## src/rtl/fib_seq_gen.sv

```systemverilog
// Seedable Fibonacci-type sequence generator with term limit and overflow stop/wrap policy.
// Optional macro FIB_SATURATE_EN: wrap mode saturates at 2^WIDTH-1 instead of truncating.
module fib_seq_gen #(
  parameter int WIDTH    = 10,
  parameter int IDX_BITS = 6
) (
  input  logic                clk,
  input  logic                nrst,
  input  logic                start,
  input  logic [WIDTH-1:0]    seed0,
  input  logic [WIDTH-1:0]    seed1,
  input  logic                wrap_mode,
  input  logic [IDX_BITS-1:0] max_idx,
  input  logic                step,
  output logic [WIDTH-1:0]    f_out,
  output logic [IDX_BITS-1:0] n_idx,
  output logic                f_valid,
  output logic                busy,
  output logic                done,
  output logic                ovf
);

  typedef enum logic [1:0] {
    IDLE = 2'd0,
    RUN  = 2'd1,
    HALT = 2'd2
  } state_t;

  state_t              state_r, state_s;
  logic [WIDTH-1:0]    cur_r, cur_s;
  logic [WIDTH-1:0]    nxt_r, nxt_s;
  logic                nxt_bad_r, nxt_bad_s;
  logic [IDX_BITS-1:0] n_idx_r, n_idx_s;
  logic                f_valid_r, f_valid_s;
  logic                busy_r, busy_s;
  logic                done_r, done_s;
  logic                ovf_r, ovf_s;
  logic                wrap_r, wrap_s;
  logic [IDX_BITS-1:0] max_r, max_s;
`ifdef FIB_SATURATE_EN
  logic                sat_r, sat_s;
`endif

  // The carry of this WIDTH+1-bit sum marks the next term as truncated
  logic [WIDTH:0]      sum_s;
  logic                at_limit_s;

  assign sum_s      = {1'b0, cur_r} + {1'b0, nxt_r};
  assign at_limit_s = (n_idx_r == max_r) || (n_idx_r == {IDX_BITS{1'b1}});

  // Next-state and next-register computation; start wins over step in every state
  always_comb begin
    state_s   = state_r;
    cur_s     = cur_r;
    nxt_s     = nxt_r;
    nxt_bad_s = nxt_bad_r;
    n_idx_s   = n_idx_r;
    f_valid_s = f_valid_r;
    busy_s    = busy_r;
    done_s    = done_r;
    ovf_s     = ovf_r;
    wrap_s    = wrap_r;
    max_s     = max_r;
`ifdef FIB_SATURATE_EN
    sat_s     = sat_r;
`endif
    if (start) begin
      state_s   = RUN;
      cur_s     = seed0;
      nxt_s     = seed1;
      nxt_bad_s = 1'b0;
      n_idx_s   = {IDX_BITS{1'b0}};
      f_valid_s = 1'b1;
      busy_s    = 1'b1;
      done_s    = 1'b0;
      ovf_s     = 1'b0;
      wrap_s    = wrap_mode;
      max_s     = max_idx;
`ifdef FIB_SATURATE_EN
      sat_s     = 1'b0;
`endif
    end else begin
      case (state_r)
        IDLE: begin
          state_s = IDLE;
        end
        RUN: begin
          if (!step) begin
            state_s = RUN;
          end else if (at_limit_s) begin
            state_s = HALT;
            done_s  = 1'b1;
            busy_s  = 1'b0;
          end else if (nxt_bad_r && !wrap_r) begin
            // Stop policy: keep the last valid term on the output
            state_s = HALT;
            ovf_s   = 1'b1;
            done_s  = 1'b1;
            busy_s  = 1'b0;
          end else begin
            nxt_s     = sum_s[WIDTH-1:0];
            nxt_bad_s = sum_s[WIDTH];
            n_idx_s   = n_idx_r + {{(IDX_BITS-1){1'b0}}, 1'b1};
`ifdef FIB_SATURATE_EN
            if (nxt_bad_r || sat_r) begin
              cur_s = {WIDTH{1'b1}};
              sat_s = 1'b1;
              ovf_s = 1'b1;
            end else begin
              cur_s = nxt_r;
            end
`else
            cur_s = nxt_r;
            if (nxt_bad_r) begin
              ovf_s = 1'b1;
            end else begin
              ovf_s = ovf_r;
            end
`endif
          end
        end
        HALT: begin
          state_s = HALT;
        end
        default: begin
          state_s   = IDLE;
          f_valid_s = 1'b0;
          busy_s    = 1'b0;
          done_s    = 1'b0;
        end
      endcase
    end
  end

  // State and datapath registers
  always_ff @(posedge clk or negedge nrst) begin
    if (!nrst) begin
      state_r   <= IDLE;
      cur_r     <= {WIDTH{1'b0}};
      nxt_r     <= {WIDTH{1'b0}};
      nxt_bad_r <= 1'b0;
      n_idx_r   <= {IDX_BITS{1'b0}};
      f_valid_r <= 1'b0;
      busy_r    <= 1'b0;
      done_r    <= 1'b0;
      ovf_r     <= 1'b0;
      wrap_r    <= 1'b0;
      max_r     <= {IDX_BITS{1'b0}};
`ifdef FIB_SATURATE_EN
      sat_r     <= 1'b0;
`endif
    end else begin
      state_r   <= state_s;
      cur_r     <= cur_s;
      nxt_r     <= nxt_s;
      nxt_bad_r <= nxt_bad_s;
      n_idx_r   <= n_idx_s;
      f_valid_r <= f_valid_s;
      busy_r    <= busy_s;
      done_r    <= done_s;
      ovf_r     <= ovf_s;
      wrap_r    <= wrap_s;
      max_r     <= max_s;
`ifdef FIB_SATURATE_EN
      sat_r     <= sat_s;
`endif
    end
  end

  assign f_out   = cur_r;
  assign n_idx   = n_idx_r;
  assign f_valid = f_valid_r;
  assign busy    = busy_r;
  assign done    = done_r;
  assign ovf     = ovf_r;

endmodule

```

## config.mk

```make
export PLATFORM = sky130hd
export DESIGN_NAME = fib_seq_gen
export DESIGN_NICKNAME = d
export VERILOG_FILES = /design/src/rtl/fib_seq_gen.sv
export SDC_FILE = /design/constraint.sdc
export NUM_CORES = 1
export LEC_CHECK = 0
export CORE_MARGIN = 2
export CORE_UTILIZATION = 40
export DETAILED_ROUTE_END_ITERATION = 8
export GPL_TIMING_DRIVEN = 0
export PLACE_DENSITY = 0.64
export SYNTH_ARGS = -nofsm -noshare
export SYNTH_HDL_FRONTEND = slang
export SYNTH_SLANG_ARGS = --single-unit
```

## constraint.sdc

```tcl
create_clock -name clk -period 2.4 [get_ports clk]
set_input_delay 0.48 -clock clk [delete_from_list [all_inputs] [get_ports clk]]
set_output_delay 0.48 -clock clk [all_outputs]
set_load 0.1 [all_outputs]
```

# Yosys cells after proc, flatten, opt, wreduce, memory -nomap -nowiden
# Index checks and enable logic that the tools add are counted.
[totals] mem_bits_rw=0 ff_bits=40 wordCells=79 output_inout_bits=20 mem_bits_ro=0 latch_bits=0 mem_count=0
[op_classes] n_reduce_logical=12 muxes=43 addsub=2 mul=0 eq_ne=11 magnitude_cmp=0 bitwise_logic=0 div=0 shift=0
[op_table] operator="2-to-1 mux 10 bit" count=10
[op_table] operator="2-to-1 mux 6 bit" count=5
[op_table] operator="2-to-1 mux 1 bit" count=21
[op_table] operator="adder 10 x 10 -> 11 bit" count=1
[op_table] operator="2-to-1 mux 2 bit" count=4
[op_table] operator="AND reduction 4 bit" count=2
[op_table] operator="adder 6 x 1 -> 6 bit, second input constant" count=1
[op_table] operator="== test 6 bit" count=1
[op_table] operator="== test 6 bit, second input constant" count=1
[op_table] operator="!= test 5 bit, second input constant" count=1
[op_table] operator="!= test 2 x 1 -> 1 bit, second input constant" count=2
[op_table] operator="!= test 2 bit, second input constant" count=2
[op_table] operator="!= test 4 bit, second input constant" count=1
[op_table] operator="one-hot mux 1 bit (2 select lines)" count=2
[op_table] operator="one-hot mux 2 bit (2 select lines)" count=1
[op_table] operator="nonzero test 2 bit" count=2
[op_table] operator="!= test 3 bit, second input constant" count=1
[op_table] operator="AND reduction 3 bit" count=1
[op_table] operator="nonzero test 3 bit" count=1
[op_table] operator="OR reduction 3 bit" count=1
[op_table] operator="== test 2 x 1 -> 1 bit, second input constant" count=1
[op_table] operator="== test 2 bit, second input constant" count=1
[op_table] operator="logical NOT 2 bit" count=1
[op_table] operator="OR reduction 2 bit" count=1
[op_table] operator="3 further kinds" count=3

# Logic depth before layout (Yosys ltp)
# Gate-level depths: netlist (run 1).
[logic_depth] ltp_word=7 mapped_depth=8

# Worst setup path before layout (run 1)
# Ideal clock, no wire load.
[synth_timing] path_kind="register -> register" start="register cur_r[0] (netlist: f_out[0])" end="register nxt_bad_r" arrival_ps=2576 path_slack_ps=-302 required_ps=2274 period_less_slack_ps=2702 path_stages_with_launch=8 cell_sequence="dfrtp_1 ha_1 fa_1 a21o_1 a221oi_2 o21ai_0 o21a_1 o311a_1"
[synth_between] elab_chain_len=6
[synth_lines] item="start: declaration" line="30" text="logic [WIDTH-1:0] cur_r, cur_s;"
[synth_lines] item="start signal: assignment" line="139" text="cur_r <= {WIDTH{1'b0}};"
[synth_lines] item="start signal: assignment" line="154" text="cur_r <= cur_s;"
[synth_lines] item="adder 10 x 10 -> 11 bit" line="48" text="assign sum_s = {1'b0, cur_r} + {1'b0, nxt_r};"
[synth_lines] item="2-to-1 mux 1 bit" line="94" text="end else if (nxt_bad_r && !wrap_r) begin"
[synth_lines] item="2-to-1 mux 1 bit" line="90" text="end else if (at_limit_s) begin"
[synth_lines] item="2-to-1 mux 1 bit" line="88" text="if (!step) begin"
[synth_lines] item="2-to-1 mux 1 bit" line="83" text="case (state_r)"
[synth_lines] item="2-to-1 mux 1 bit" line="67" text="if (start) begin"
[synth_lines] item="end signal: assignment" line="156" text="nxt_bad_r <= nxt_bad_s;"
[synth_lines] item="end: declaration" line="32" text="logic nxt_bad_r, nxt_bad_s;"
# No other way between the ends. The select of a mux whose other input is x is not followed.
# A chain may end at the register's enable or synchronous reset.

# Worst setup path in the final report (run 1)
[layout_timing] start="register cur_r[0] (netlist: f_out[0])" end="output port f_out[0]"
[layout_rtl] item="end: declaration" line="15" text="output logic [WIDTH-1:0] f_out,"
# No word-level cell between the ends.

==> results by group, run 1 <==
Outcome
  • Outcome: completed

Logic synthesis
  • Yosys warnings: 0
  • Netlist cell types: 50
  • Synth area leader: dfrtp_1
  • Synthesized area per cell: 10.2 µm²
  • Post-synth ARST share: 100%
  • Primary FF master, synth: dfrtp_1
  • Synth Net Count: 288
  • EDFF count, synth: 0
  • Synth area leaders: dfrtp_1, ha_1, mux2i_1, nand2_1, o21ai_1
  • Cells after Synth: roughly 240
  • Top cell type's share of synthesized area: slightly above 40%
  • Seq/Total Area, Yosys: 40.8%
  • #FFs+latches synth: 40
  • Post-Syn Area: ~2500 µm²

Placement
  • HPWL Detailed: ~4000 µm
  • RePlAce Congestion: ~0.78
  • Placement Cell Area: 3070 µm²
  • Pre-CTS setup slack: ~24 ps
  • Post-Place Cells: approximately 370
  • I/O Buffers: 50

Critical path
  • Delay of the slowest cell on the worst path: 1130 ps
  • Crit path capture: f_out[0]
  • Setup slack, reg-to-reg: 140 ps
  • Critical Path End Type: output pin
  • FF-to-FF End: nxt_bad_r$_DFFE_PN0P_
  • Crit path required time: roughly 1900 ps
  • Crit-path slowest cell: clkdlybuf4s50_1
  • R2R Path Start: f_out[0]$_DFFE_PN0P_
  • Path depth of the worst reg2reg path: 7
  • Worst Path Max Fanout: 3
  • Cell family with most CP delay: buffers and inverters
  • CP arrival: around 1800 ps
  • Crit path depth: 1
  • Crit path from: f_out[0]$_DFFE_PN0P_
  • Crit Path Class: reg -> out
  • Cell breakdown of the critical path: clkdlybuf4s50_1
  • WP buf/inv: 1
  • Startpoint types: flop

Global route
  • Total grt overflow: 0
  • GRT Util Overall: between 15 and 20%
  • Global-route wire length before repair: 9200 µm
  • Met2 GRT Util: 28.6%
  • Met3 Use GR: under 10%
  • Largest net degree at the start of global routing: 32
  • Antenna violations before repair: 0
  • Vias in the first global route: about 1900
  • GRT busiest layer: met2
  • GR Util met1: about a quarter

Finish
  • Nets: ~350
  • N_diodes: 0
  • Commonest non-fill, non-tap cells in the layout: clkdlybuf4s50_1, dfrtp_1, nand2_1
  • Most common cell after layout, fill and taps aside: clkdlybuf4s50_1
  • Final non-filler cell total: between 300 and 400
  • Final Cell Area: ~3200 µm²
  • Area growth, synth to finish: 31.5%
  • Layout cells sized above 1: a little over an eighth

Timing
  • Setup ws final: between 70 and 80 ps
  • Final number of hold-violating endpoints: 0
  • Clock skew: about 6.4 ps
  • Final Max Tran Viols: 0
  • Slew headroom: around a third
  • Worst Tran Pin Value: just under 1000 ps
  • Fmax: 0.431 GHz
  • Fin crit period: ~2300 ps
  • Fin crit share: between 90 and 100%
  • Unrepaired setup endpoints after global routing: false
  • Worst Hold Slack: between 40 and 50 ps
  • Final setup viols: 0

Die
  • Die Footprint: 6770 µm²
  • Ports: between 50 and 60
  • Initial Util: slightly above 40%
  • Std-Cell Rows: 28
  • Die width: approximately 82 µm
  • Core Area: around 6000 µm²
  • Die Ht: about 80 µm

Power and ir drop
  • P_leak: 1.45 nW
  • Design Power: 0.00266 W
  • VDD IR max: around 0.45 mV
  • Pwr per Cell Area: roughly 820 nW/µm²

Clock network
  • H-tree depth: 2
  • Bufs on Longest Clock Path: 2
  • CTS Sinks: 40
  • Clock insertion delay at the later pin of the skew report: just under 300 ps
  • Clock slew at reported path FFs: ~80 ps
  • TritonCTS buffer count: 5
  • Hold-fix buffers, CTS: 0
  • CTS tree: built
  • Root Buffer: clkbuf_8

Drt
  • Via count: 1954
  • Final wirelength: around 5400 µm
  • Routed Antenna Nets: 0
  • DRC errors left: 0
  • Initial DRC count: between 80 and 90
  • Wirelength per Cell: ~14 µm
  • Drt first pass iters: 4
  • Drt via density: around 5.2

Run
  • Max-cap violations: 0

Min path
  • Hold Path Class: in -> async
-- power by group --
group | switching (W) | internal [W] | leakage, nW
clock network | 0.000239 | 0.000409 | 0.0642
registers | 0.0000803 | 0.000769 | 0.482
logic | 0.000716 | 0.000446 | 0.907
total | 0.00104 | 0.00162 | 1.45
-- cell type report --
cell class	instances	area, µm²
sequential	40	1010
multi-input combinational	182	1380
tap	75	93.8
clock inverter	2	60.1
inverter	8	30.0
buffer	11	61.3
fill	558	2700
clock buffer	5	68.8
timing repair buffer	53	523
-- cells in the mapped netlist, types with 3 or more instances --
cell and number:
mux2i_1 18, nand3_1 8, nor3_1 4, o21a_1 6, o21ai_1 16, nor2_1 9
o21ai_0 9, and3_1 3, xor2_1 6, dfrtp_1 40, a21o_1 3, inv_1 8
ha_1 15, xnor2_1 7, nand2_1 22, mux2_2 7, and2_1 3, clkbuf_1 6
a31oi_1 3, a21oi_1 8
-- what timing repair did --
| item | 4_1_cts | 5_1_grt |
|---|---|---|
| endpoints found under the setup margin | 6 | 1 |
| pin swaps | 0 | 2 |
| buffers inserted | 0 | 2 |
| gates resized for setup | 6 | 3 |
-- worst register-to-register path: stages (launching register included) --
cell      delay (ps)
dfrtp_4          490
ha_2             210
fa_2             350
a21o_1           240
a221oi_4         310
o21ai_1          100
o21a_1           180
o311a_1          280
-- worst min-delay path by stage --
stage                     from              endpoint  slack [ps]  cells after the start
4_1_cts                   nrst  nxt_r[5]$_DFFE_PN0P_          50                      1
3_3_place_gp   ovf$_DFFE_PN0P_       ovf$_DFFE_PN0P_         490                      1
2_1_floorplan             nrst      busy$_DFFE_PN0P_         180                      0
5_1_grt                   nrst  nxt_r[5]$_DFFE_PN0P_          60                      1
3_5_place_dp              nrst  nxt_r[3]$_DFFE_PN0P_         370                      1
6_report                  nrst  f_out[8]$_DFFE_PN0P_          50                      1
-- through the flow --
stage	setup TNS [ps]	util, %
3_3_place_gp	-10470	51.7
4_1_cts	0	54.0
2_1_floorplan	0	-
6_report	0	54.5
5_1_grt	0	54.5
3_5_place_dp	0	51.9
-- cells by family after synthesis --
family	count (synthesis)	synth area share [%]
AOI/OAI and AO/OA	67	19.6
and+or+nand+nor	61	12.2
xor gates and xnor gates	13	4.64
DFF	40	40.8
adders and majority gates	16	8.47
buffers and inverters	19	3.72
muxes	25	10.6
-- state kept, by name, indices dropped and copies added, names as in the netlist, 2 cells and up --
name	count
f_out	10
state_r	2
nxt_r	10
max_r	6
n_idx	6
-- per-layer routing --
layer	share of wire, %	vias up
met5	0	-
met4	1.9	0
met3	2.9	8
met2	46	31
met1	49	916
li1	-	999
(Power assumes the default switching activity.)
==> run 2: changes to the inputs <==
--- a/config.mk
+++ b/config.mk
@@ -10,6 +10,7 @@
 export DETAILED_ROUTE_END_ITERATION = 8
 export GPL_TIMING_DRIVEN = 0
 export PLACE_DENSITY = 0.64
+export SETUP_SLACK_MARGIN = 0.1
 export SYNTH_ARGS = -nofsm -noshare
 export SYNTH_HDL_FRONTEND = slang
 export SYNTH_SLANG_ARGS = --single-unit
==> results by group, run 2 (synthesized netlist as in run 1, its figures left out) <==
Outcome
  • Outcome: completed

Finish
  • Layout cells sized above 1: between 10% and 20%
  • N_diodes: 0
  • Nets: roughly 350
  • Filler cells: ~560
  • Most common cell after layout, fill and taps aside: dfrtp_1
  • Multi-input gate area in the final layout: roughly 1400 µm²
  • Final non-filler cell total: ~380
  • Commonest non-fill, non-tap cells in the layout: dfrtp_1, clkdlybuf4s50_1, nand2_1
  • Fin util: roughly 54%
  • Register area: a little over 1000 µm²
  • Area growth, synth to finish: 30.9%

Critical path
  • Critical Path End Type: flop
  • Setup slack, reg-to-reg: roughly 160 ps
  • Crit Path Class: reg -> reg
  • Crit path required time: around 2600 ps
  • Startpoint types: flop
  • Path depth of the worst reg2reg path: 7
  • FF-to-FF End: nxt_bad_r$_DFFE_PN0P_
  • Worst Path Max Fanout: 3
  • R2R Path Start: f_out[0]$_DFFE_PN0P_
  • CP arrival: around 2400 ps

Global route
  • Antenna violations before repair: 0
  • Total grt overflow: 0
  • Vias in the first global route: approximately 1900
  • GRT Util Overall: ~18%
  • Largest net degree at the start of global routing: 29
  • Global-route wire length before repair: around 9300 µm

Timing
  • Final setup viols: 0
  • Final number of hold-violating endpoints: 0
  • Unrepaired setup endpoints after global routing: false
  • Clock skew: just under 9 ps
  • Final Max Tran Viols: 0
  • Fmax: 0.446 GHz
  • Worst Tran Pin Value: 974 ps
  • Fin crit period: approximately 2200 ps
  • Slew headroom: 35.0%
  • Fin crit share: between 90 and 100%

Power and ir drop
  • Design Power: 0.00261 W
  • Pwr per Cell Area: 813 nW/µm²
  • P_leak: 1.50 nW
  • VDD IR max: roughly 0.45 mV

Die
  • Std-Cell Rows: 28
  • Initial Util: around 41%
  • Ports: 51
  • Die Footprint: between 6000 and 7000 µm²
  • Die Ht: around 82 µm
  • Die width: 82.3 µm
  • Core Area: slightly below 6000 µm²

Clock network
  • CTS Sinks: 40
  • Hold-fix buffers, CTS: 0
  • Bufs on Longest Clock Path: 2
  • Clock slew at reported path FFs: 80 ps
  • Clock insertion delay at the later pin of the skew report: roughly 300 ps
  • H-tree depth: 2
  • CTS tree: built
  • TritonCTS buffer count: 5
  • Root Buffer: clkbuf_8

Drt
  • Wirelength per Cell: 15.1 µm
  • Final wirelength: around 5700 µm
  • Initial DRC count: roughly 110
  • Drt first pass iters: 4
  • Drt via density: 5.46
  • DRC errors left: 0
  • Routed Antenna Nets: 0
  • Via count: roughly 2000

Run
  • Max-cap violations: 0

Placement
  • I/O Buffers: 50
  • HPWL Detailed: between 4000 and 5000 µm
  • Post-Place Cells: 367
  • RePlAce Congestion: 0.804

Min path
  • Hold Path Class: in -> async
[run 2: cell count changes in the layout (fill, tap and decap cells not counted)]
cell / change
clkdlybuf4s50_1: -14
ha_2: -1
dlygate4sd2_1: +11
dlymetal6s2s_1: +3
bufinv_16: -1
ha_4: +1
buf_4: -2
clkbuf_8: +2
[run 2: layer usage]
layer,track usage [%],wire length (µm),up-vias,share of wire (%)
li1,-,-,992,-
met1,25.3,2740,1006,48
met2,28.5,2600,46,46
met3,3.91,261,5,4.6
met4,6.00,73,0,1.3
met5,0,0,-,0
[run 2: power breakdown]
part           switching, W  internal (W)  total, W
combinational      0.000725      0.000415   0.00114
clock              0.000253      0.000367  0.000620
sequential        0.0000823      0.000769  0.000851
[run 2: worst max-delay path by stage]
stage                               startpoint               endpoint  slack, ps  cells after the start
after CTS                 f_out[0]$_DFFE_PN0P_  nxt_bad_r$_DFFE_PN0P_        110                      7
after global routing      f_out[0]$_DFFE_PN0P_  nxt_bad_r$_DFFE_PN0P_        110                      7
after detailed placement                 start   f_out[4]$_DFFE_PN0P_         60                      5
final                     f_out[0]$_DFFE_PN0P_  nxt_bad_r$_DFFE_PN0P_        160                      7
after floorplan           f_out[0]$_DFFE_PN0P_  nxt_bad_r$_DFFE_PN0P_         90                      7
after global placement                    nrst   f_out[0]$_DFFE_PN0P_       -490                      1
[run 2: what timing repair did]
action | in CTS | in global routing
resized for setup | 17 | 4
pin swaps | 0 | 0
buffers inserted | 0 | 0
endpoints found under the setup margin | 17 | 4
[run 2: cell type report]
| cell class | count | share of cell area, % |
|---|---|---|
| multi-input combinational | 182 | 43.2 |
| sequential | 40 | 31.5 |
| timing repair buffer | 51 | 15.6 |
| clock buffer | 7 | 3.00 |
| tap | 75 | 2.92 |
| buffer | 11 | 1.91 |
| clock inverter | 1 | 0.935 |
| inverter | 8 | 0.935 |
[run 2: critical path: stages, from the launching register on]
cell and delay (ps):
dfrtp_4 500, ha_4 170, fa_2 340, a21o_1 250, a221oi_4 310, o21ai_1 100
o21a_1 180, o311a_1 280
[run 2: through the flow]
stage                     hold slack, ps  cell area, µm²  setup slack (ps)  setup TNS [ps]
final                               72.0            3210               159               0
after global routing                82.3            3210               108               0
after CTS                           79.4            3190               109               0
after detailed placement             406            3090              59.3               0
after global placement               487            3070              -490           -9830
after floorplan                      184            2480              90.6               0
==> run 3: changes to the inputs <==
--- a/config.mk
+++ b/config.mk
@@ -5,11 +5,12 @@
 export SDC_FILE = /design/constraint.sdc
 export NUM_CORES = 1
 export LEC_CHECK = 0
+export CAP_MARGIN = 20
 export CORE_MARGIN = 2
-export CORE_UTILIZATION = 40
+export CORE_UTILIZATION = 51
 export DETAILED_ROUTE_END_ITERATION = 8
 export GPL_TIMING_DRIVEN = 0
-export PLACE_DENSITY = 0.64
+export PLACE_DENSITY = 0.79
 export SETUP_SLACK_MARGIN = 0.1
 export SYNTH_ARGS = -nofsm -noshare
 export SYNTH_HDL_FRONTEND = slang
==> results by group, run 3 (synthesized netlist as in run 1, its figures left out) <==
Clock network
  • Post-CTS setup buffer count: 0
  • Bufs on Longest Clock Path: 2
  • Hold-fix buffers, CTS: 0
  • H-tree depth: 2
  • Clock slew at reported path FFs: about 80 ps
  • TritonCTS buffer count: 5
  • CTS Sinks: 40
  • Root Buffer: clkbuf_8
  • Clock insertion delay at the later pin of the skew report: around 300 ps
  • CTS tree: built

Power and ir drop
  • P_sw: between 0.001 and 0.0015 W
  • VDD IR max: roughly 0.43 mV
  • Seq pwr share: 32.8%
  • Internal power: 0.00155 W
  • Logic gate share of total power: 43.7%
  • Pwr per Cell Area: 821 nW/µm²
  • Clock power share: between 20% and 30%
  • P_leak: around 1.5 nW
  • Design Power: 0.00260 W
  • Sw Ratio: 40.3%

Die
  • Initial Util: 52.3%
  • Ports: 51
  • Core Area: approximately 4700 µm²
  • Die width: around 73 µm
  • Std-Cell Rows: 25
  • Die Footprint: between 5000 and 6000 µm²
  • Die Ht: between 70 and 80 µm

Finish
  • Multi-input gate area in the final layout: around 1400 µm²
  • Filler cells: 391
  • Layout cells sized above 1: ~13%
  • Area growth, synth to finish: 29.1%
  • Register area: 1010 µm²
  • Most common cell after layout, fill and taps aside: dfrtp_1
  • Commonest non-fill, non-tap cells in the layout: dfrtp_1, clkdlybuf4s50_1, nand2_1
  • Fin util: between 60% and 70%
  • Nets: around 350
  • N_diodes: 0

Timing
  • Fin crit share: between 90 and 100%
  • Fmax: 0.444 GHz
  • Clock skew: ~6.8 ps
  • Final number of hold-violating endpoints: 0
  • Slew headroom: 35.4%
  • Final setup viols: 0
  • Worst Tran Pin Value: ~970 ps
  • Final Max Tran Viols: 0
  • Fin crit period: approximately 2300 ps
  • Unrepaired setup endpoints after global routing: true

Global route
  • Largest net degree at the start of global routing: a little over 40
  • GRT Util Overall: 21.4%
  • Vias in the first global route: roughly 1900
  • Antenna violations before repair: 0
  • Total grt overflow: 0
  • Global-route wire length before repair: approximately 8800 µm

Min path
  • Hold Path Class: in -> async

Placement
  • HPWL Detailed: between 3000 and 4000 µm
  • I/O Buffers: 50
  • RePlAce Congestion: 0.836

Critical path
  • FF-to-FF End: nxt_bad_r$_DFFE_PN0P_
  • Setup slack, reg-to-reg: approximately 160 ps
  • Cell breakdown of the critical path: clkdlybuf4s50_1
  • Crit path required time: about 1900 ps
  • Worst Path Max Fanout: 2
  • Startpoint types: flop
  • Crit path from: f_valid$_DFFE_PN0P_
  • R2R Path Start: f_out[0]$_DFFE_PN0P_
  • CP arrival: between 1500 and 2000 ps
  • WP buf/inv: 1
  • Path depth of the worst reg2reg path: 7
  • Crit-path slowest cell: clkdlybuf4s50_1
  • Delay of the slowest cell on the worst path: roughly 1100 ps
  • Cell family with most CP delay: buffers and inverters
  • Crit Path Class: reg -> out
  • Critical Path End Type: output pin

Run
  • Max-cap violations: 0

Drt
  • Initial DRC count: between 100 and 150
  • Drt via density: 5.64
  • Final wirelength: roughly 5400 µm
  • Via count: 1990
  • DRC errors left: 0
  • Drt first pass iters: 4
  • Wirelength per Cell: 15.2 µm
  • Routed Antenna Nets: 0

Outcome
  • Outcome: completed
run 3: cell count changes in the layout (fill, tap and decap cells not counted):
cell,change
buf_12,-1
clkdlybuf4s50_1,+1
dlygate4sd2_1,-1
run 3: worst max-delay path by stage:
stage / to / slack, ps / cells past startpoint
3_5_place_dp: f_out[4]$_DFFE_PN0P_ / 50 / 5
6_report: f_valid / 150 / 1
4_1_cts: nxt_bad_r$_DFFE_PN0P_ / 100 / 7
3_3_place_gp: f_out[0]$_DFFE_PN0P_ / -400 / 1
2_1_floorplan: nxt_bad_r$_DFFE_PN0P_ / 90 / 7
5_1_grt: nxt_bad_r$_DFFE_PN0P_ / 80 / 7
run 3: power groups by stage:
stage	clock [W]	combinational, W	sequential (W)
after floorplan	0	0.000599	0.00113
after global placement	0	0.00112	0.000865
after detailed placement	0	0.00114	0.000868
after CTS	0.000624	0.00112	0.000853
after global routing	0.000653	0.00123	0.000868
final	0.000611	0.00113	0.000851
run 3: per-stage QoR:
step                setup TNS [ps]  cells  setup slack [ps]  area [µm²]  hold WS (ps)
floorplan                        0    241              90.6        2480           184
global placement             -6610    345              -399        3050           486
detailed placement               0    345              48.1        3040           502
CTS                              0    353               102        3150           324
global route                     0    353              76.8        3170           378
finish                           0    353               148        3170           297
run 3: layout make-up:
class | count | share of cell area (%)
clock buffers | 7 | 3.04
multi-input cells | 182 | 43.8
plain buffers | 11 | 1.94
flip-flops and latches | 40 | 31.9
repair buffers | 50 | 15.3
well taps | 54 | 2.13
clock inverters | 1 | 0.949
inverters | 8 | 0.949
run 3: repair_timing:
item | CTS | global route
endpoints found under the hold margin | 0 | 0
setup endpoints to repair | 17 | 4
resized for setup | 16 | 4
run 3: per-layer routing:
metal | wire length [µm] | vias up | GRT usage, %
met1 | 2590 | 945 | 30.1
met5 | 0 | - | 0
met4 | 72 | 0 | 6.46
met3 | 195 | 7 | 4.53
met2 | 2500 | 45 | 33.3
li1 | - | 993 | -
